==> src/rtl/stm_gain_loader_pkg.sv <==
// Shared types and default sizes for the STM gain memory writer and reader.
package stm_gain_loader_pkg;

    localparam int STM_DEPTH           = 249;
    localparam int STM_PATTERN_WIDTH   = 13;
    localparam int STM_GAIN_ADDR_WIDTH = 1 + STM_PATTERN_WIDTH + 8;

    typedef struct packed {
        logic [7:0] intensity;
        logic [7:0] phase;
    } stm_gain_word_t;

    typedef enum logic {
        IDLE,
        LOAD
    } loader_state_t;

endpackage

==> src/rtl/stm_gain_addr_cnt.sv <==
// Transducer/pattern index counter for the segmented STM gain memory layout.
// Shared by the writer (loader) and the reader-side index generator.
module stm_gain_addr_cnt
    import stm_gain_loader_pkg::*;
#(
    parameter int DEPTH         = STM_DEPTH,
    parameter int PATTERN_WIDTH = STM_PATTERN_WIDTH
) (
    input  logic                     clk,
    input  logic                     rst_n,
    input  logic                     clear,
    input  logic                     step,
    input  logic [PATTERN_WIDTH-1:0] last_pat,
    output logic [7:0]               tr_cnt,
    output logic [PATTERN_WIDTH-1:0] pat_cnt,
    output logic                     last
);

    localparam logic [7:0] TR_LAST = 8'(DEPTH - 1);

    logic tr_wrap;

    // Transducer slots DEPTH..255 are padding and are skipped by wrapping early.
    assign tr_wrap = (tr_cnt == TR_LAST);
    assign last    = tr_wrap && (pat_cnt == last_pat);

    // NOTE: state is written with <= so every reader sees the pre-edge value.
    always_ff @(posedge clk) begin
        if (!rst_n || clear) begin
            tr_cnt  <= '0;
            pat_cnt <= '0;
        end else if (step) begin
            if (tr_wrap) begin
                tr_cnt  <= '0;
                pat_cnt <= pat_cnt + 1'b1;
            end else begin
                tr_cnt  <= tr_cnt + 1'b1;
            end
        end
    end

endmodule

==> src/rtl/stm_gain_loader.sv <==
// Host-stream writer for the segmented STM gain BRAM: one pipeline stage from
// handshake to BRAM write, with DONE/CYCLE on completion and ERR on reject/abort.
module stm_gain_loader
    import stm_gain_loader_pkg::*;
#(
    parameter int DEPTH         = STM_DEPTH,
    parameter int PATTERN_WIDTH = STM_PATTERN_WIDTH
) (
    input  logic                          CLK,
    input  logic                          RST_N,
    input  logic                          START,
    input  logic                          SEGMENT,
    input  logic [PATTERN_WIDTH:0]        NUM_PATTERNS,
    input  logic                          ABORT,
    input  logic                          IN_VALID,
    output logic                          IN_READY,
    input  logic [15:0]                   IN_DATA,
    output logic                          BRAM_WE,
    output logic [PATTERN_WIDTH+8:0]      BRAM_ADDR,
    output logic [15:0]                   BRAM_DIN,
    output logic                          BUSY,
    output logic                          DONE,
    output logic                          ERR,
    output logic [PATTERN_WIDTH-1:0]      CYCLE
);

    localparam logic [PATTERN_WIDTH:0] MAX_PATTERNS = {1'b1, {PATTERN_WIDTH{1'b0}}};

    loader_state_t              state;
    logic                       seg;
    logic [PATTERN_WIDTH-1:0]   last_pat;
    logic [7:0]                 tr_cnt;
    logic [PATTERN_WIDTH-1:0]   pat_cnt;
    logic                       last;
    logic                       start_ok;
    logic                       xfer;
    logic                       accept;
    logic                       step;
    stm_gain_word_t             word;

    assign word     = IN_DATA;
    assign start_ok = (NUM_PATTERNS != '0) && (NUM_PATTERNS <= MAX_PATTERNS);
    assign xfer     = IN_VALID && IN_READY;
    assign accept   = (state == IDLE) && START && start_ok;
    // A word arriving with ABORT is dropped and must not advance the counters.
    assign step     = (state == LOAD) && xfer && !ABORT;

    stm_gain_addr_cnt #(
        .DEPTH         (DEPTH),
        .PATTERN_WIDTH (PATTERN_WIDTH)
    ) u_addr_cnt (
        .clk      (CLK),
        .rst_n    (RST_N),
        .clear    (accept),
        .step     (step),
        .last_pat (last_pat),
        .tr_cnt   (tr_cnt),
        .pat_cnt  (pat_cnt),
        .last     (last)
    );

    always_ff @(posedge CLK) begin
        if (!RST_N) begin
            state     <= IDLE;
            seg       <= 1'b0;
            last_pat  <= '0;
            IN_READY  <= 1'b0;
            BUSY      <= 1'b0;
            BRAM_WE   <= 1'b0;
            BRAM_ADDR <= '0;
            BRAM_DIN  <= '0;
            DONE      <= 1'b0;
            ERR       <= 1'b0;
            CYCLE     <= '0;
        end else begin
            BRAM_WE <= 1'b0;
            DONE    <= 1'b0;
            ERR     <= 1'b0;
            unique case (state)
                IDLE: begin
                    if (START) begin
                        if (start_ok) begin
                            seg      <= SEGMENT;
                            last_pat <= PATTERN_WIDTH'(NUM_PATTERNS - 1'b1);
                            state    <= LOAD;
                            IN_READY <= 1'b1;
                            BUSY     <= 1'b1;
                        end else begin
                            ERR <= 1'b1;
                        end
                    end
                end
                LOAD: begin
                    if (ABORT) begin
                        state    <= IDLE;
                        IN_READY <= 1'b0;
                        BUSY     <= 1'b0;
                        ERR      <= 1'b1;
                    end else if (xfer) begin
                        BRAM_WE   <= 1'b1;
                        BRAM_ADDR <= {seg, pat_cnt, tr_cnt};
                        BRAM_DIN  <= word;
                        if (last) begin
                            state    <= IDLE;
                            IN_READY <= 1'b0;
                            BUSY     <= 1'b0;
                            DONE     <= 1'b1;
                            CYCLE    <= last_pat;
                        end
                    end
                end
                default: state <= IDLE;
            endcase
        end
    end

endmodule

==> config.mk <==
export PLATFORM = sky130hd
export DESIGN_NAME = stm_gain_loader
export DESIGN_NICKNAME = d
export VERILOG_FILES = /design/src/rtl/stm_gain_loader_pkg.sv /design/src/rtl/stm_gain_addr_cnt.sv /design/src/rtl/stm_gain_loader.sv
export SDC_FILE = /design/constraint.sdc
export NUM_CORES = 1
export LEC_CHECK = 0
export BUFFER_PORTS_ARGS = -buffer_cell sky130_fd_sc_hd__buf_2
export CORE_MARGIN = 1
export CORE_UTILIZATION = 54
export CTS_CLUSTER_DIAMETER = 60
export DETAILED_ROUTE_END_ITERATION = 6
export PLACE_DENSITY = 0.84
export SLEW_MARGIN = 0
export SYNTH_ARGS = -nofsm -noshare
export SYNTH_HDL_FRONTEND = slang
export SYNTH_SLANG_ARGS = --single-unit
==> constraint.sdc <==
create_clock -name CLK -period 2.33 [get_ports CLK]
set_clock_uncertainty 0.2 [all_clocks]
set_input_delay 0.1165 -clock CLK [delete_from_list [all_inputs] [get_ports CLK]]
set_output_delay 0.1165 -clock CLK [all_outputs]
set_load 0.05 [all_outputs]
==> flow_summary_export.csv <==
group,metric,value,unit
critical_path,worst_ep_required_time,2380,ps
drt,vias_per_cell,5.64,
yosys,synth-adder-area-share,0.0157,
drt,drtIter0Drc,395,
sta,relSlewSlack,0.590,
finish,final_cell_area,5080,µm²
critical_path,path_max_fanout,23,
clock_tree,cts_sinks,91,
grt,grtUsageTotal,0.304,
die,ios,92,
yosys,syn-cell-area,3990,µm²
job,drv_cap,0,
sta,worst_pin_slew,614,ps
drt,postRouteAntennaNets,0,
critical_path,cp_slowest_cell,"dlygate4sd3_1",
clock_tree,cts_buffers,9,
die,die_w,87.9,µm
yosys,synth_xor_area_frac,0.0922,
place,dp_hpwl,7.17,mm
yosys,yosysWarnings,0,
sta,whs,13.3,ps
yosys,synth_edf_count,0,
critical_path,worst_setup_path_start_kind,"input pin",
clock_tree,htreeDepth,3,
yosys,syn_area_per_cell,8.65,µm²
sta,finalSetupViolCount,0,
finish,fin_util,0.731,
drt,routedWlPerCell,17.3,µm
grt,grt_pass1_wl,17.9,mm
yosys,muxShareOfSynthArea,0.00502,
clock_tree,clk_pin_slew,80,ps
sta,finalWorstSetupSlack,72.1,ps
pwr,leakage,2.07,nW
yosys,synth_ff_type,"dfxtp_1",
sta,fin_crit_sh,0.969,
critical_path,max_stage_delay,550,ps
finish,final_nets,618,
place,portBuffers,91,
grt,grt_max_degree,36,
drt,wl,11.7,mm
yosys,async_reset_ff_frac,0,
critical_path,critPathKind,"in2reg",
status,run_status,"finished clean",
die,rows,30,
sta,report.final.slew_viol_count,0,
drt,dr.pass1.iters,5,
place,dp_cells,634,
clock_tree,clockRootBuffer,"clkbuf_8",
sta,hold_viol_final,0,
clock_tree,cts.path.max_buffers,2,
sta,final.min_clock_period,2260,ps
yosys,synth_cell_types,47,
yosys,synth_top_family_by_area,"simple AND/OR/NAND/NOR gates",
die,start_util,0.574,
place,dp_slack,313,ps
critical_path,worstPathCellList,"dlygate4sd3_1, buf_2, inv_1, ha_1, nor4b_4, nand4_2, nand2b_1, buf_12, nor2_1, a311oi_1",
drt,vias,3826,
critical_path,crit_path_end_kind,"flop",
yosys,synth_seq_cells,91,
yosys,postSynthCellCount,461,
yosys,synth_top_area_share,0.457,
drt,drcViolationCount,0,
sta,timing.fmax,0.443,GHz
die,die_y,87.9,µm
grt,grt_pass1_vias,3634,
yosys,synth-simple-area-share,0.258,
sta,fin_setup_tns,0,ps
hold_path,hold_class,"in2reg",
finish,drive_above_1_share,0.249,
finish,syn_to_final_growth,27.3,%
yosys,synth-compound-area-share,0.133,
clock_tree,cts_tree,"yes",
finish,antenna_cells,0,
yosys,ys_top_cells_by_area,"dfxtp_1, nand2_1, a21oi_1",
pwr,p_total,3.09,mW
yosys,synth-seq-area-share,0.457,
yosys,yosysTopAreaCell,"dfxtp_1",
place,gp_congestion,0.874,
die,core,6940,µm²
grt,antenna_found_initial,0,
critical_path,arrival,2310,ps
die,dieArea,7730,µm²
yosys,syn_nets,502,
pwr,power.density,610,nW/µm²
grt,gr-total-overflow,0,
finish,num-fill-cells,499,
clock_tree,clkLatencyLatePin,360,ps
place,detailed_place.area,4560,µm²
pwr,vdd_drop_max,409,µV
finish,finalNonFillerCells,678,
## kinds of logic (layout without fill, tap and decap cells)
logic type / Yosys count / after routing
buffers and inverters: 34 / 155
AOI/OAI and AO/OA: 87 / 87
DFF: 91 / 91
and+or+nand+nor: 200 / 200
xor gates and xnor gates: 42 / 42
muxes: 2 / 2
adders and majority gates: 5 / 5
## power breakdown
group | total [mW] | internal, mW | leakage [nW] | switching (mW)
combinational | 0.287 | 0.122 | 1.23 | 0.165
clock | 1.20 | 0.633 | 0.108 | 0.566
sequential | 1.61 | 1.58 | 0.736 | 0.0317
## cells in the mapped netlist (3+ instances only)
library cell,number
nand4_1,18
clkbuf_1,20
nor3_1,3
o21ai_0,14
nor4_4,4
ha_1,5
inv_1,5
nand2_1,92
dfxtp_1,91
xor2_1,28
a211oi_2,10
xnor2_1,14
a21oi_1,55
nand3_1,10
buf_2,4
nor2_1,45
## sequential cells by signal, summed over array words and instances (netlist names), 8 cells and up
register            cells
CYCLE                  13
BRAM_ADDR              22
BRAM_DIN               16
u_addr_cnt.tr_cnt       8
last_pat               13
u_addr_cnt.pat_cnt     13
## layout make-up
class | instances | area [µm²] | area share
clock buffer | 10 | 138 | 0.0271
clock inverter | 6 | 88.8 | 0.0175
inverter | 6 | 22.5 | 0.00444
multi-input combinational | 336 | 2020 | 0.398
sequential | 91 | 1820 | 0.359
tap | 96 | 120 | 0.0237
timing repair buffer | 133 | 866 | 0.171
## worst max-delay path, delay by kind of cell
kind / cells / cell delay, ps
adder cells (fa/ha/maj): 1 / 170
buffers and inverters: 4 / 990
AND/OR/NAND/NOR: 4 / 730
AO/OA/AOI/OAI: 1 / 290
## layer usage
| layer | global-route usage | vias to the layer above | wire length, µm |
|---|---|---|---|
| met5 | 0 | - | 0 |
| met1 | 0.388 | 1816 | 4860 |
| met4 | 0.151 | 0 | 383 |
| met3 | 0.0547 | 34 | 691 |
| li1 | - | 1796 | - |
| met2 | 0.497 | 180 | 5760 |
## layout by cell type, fill, tap and decap left out, types with 4 or more instances in the layout
cell type	Yosys	layout
a211oi_2	10	10
a21oi_1	55	55
buf_2	4	91
buf_4	2	12
clkbuf_8	0	10
dfxtp_1	91	91
dlygate4sd3_1	0	28
ha_1	5	5
inv_1	5	5
nand2_1	92	92
nand3_1	10	10
nand4_1	18	18
nor2_1	45	45
nor4_4	4	4
o21ai_0	14	14
xnor2_1	14	14
xor2_1	28	28
## final timing paths
kind,start,cells after the start,end,slack [ps]
setup / recovery,NUM_PATTERNS[0],10,last_pat[3],70
hold / removal,NUM_PATTERNS[4],3,last_pat[4],10
setup reg to reg,BUSY,5,u_addr_cnt.pat_cnt[12],100
hold reg to reg,BRAM_ADDR[6],2,BRAM_ADDR[6],260
## what timing repair did
item | CTS | global route
hold buffers | 28 | 0
resized for setup | 0 | 1
buffers inserted | 0 | 0
hold endpoints to repair | 28 | 0
endpoints found under the setup margin | 0 | 2
Note: power is estimated with default switching activity, not from simulation.
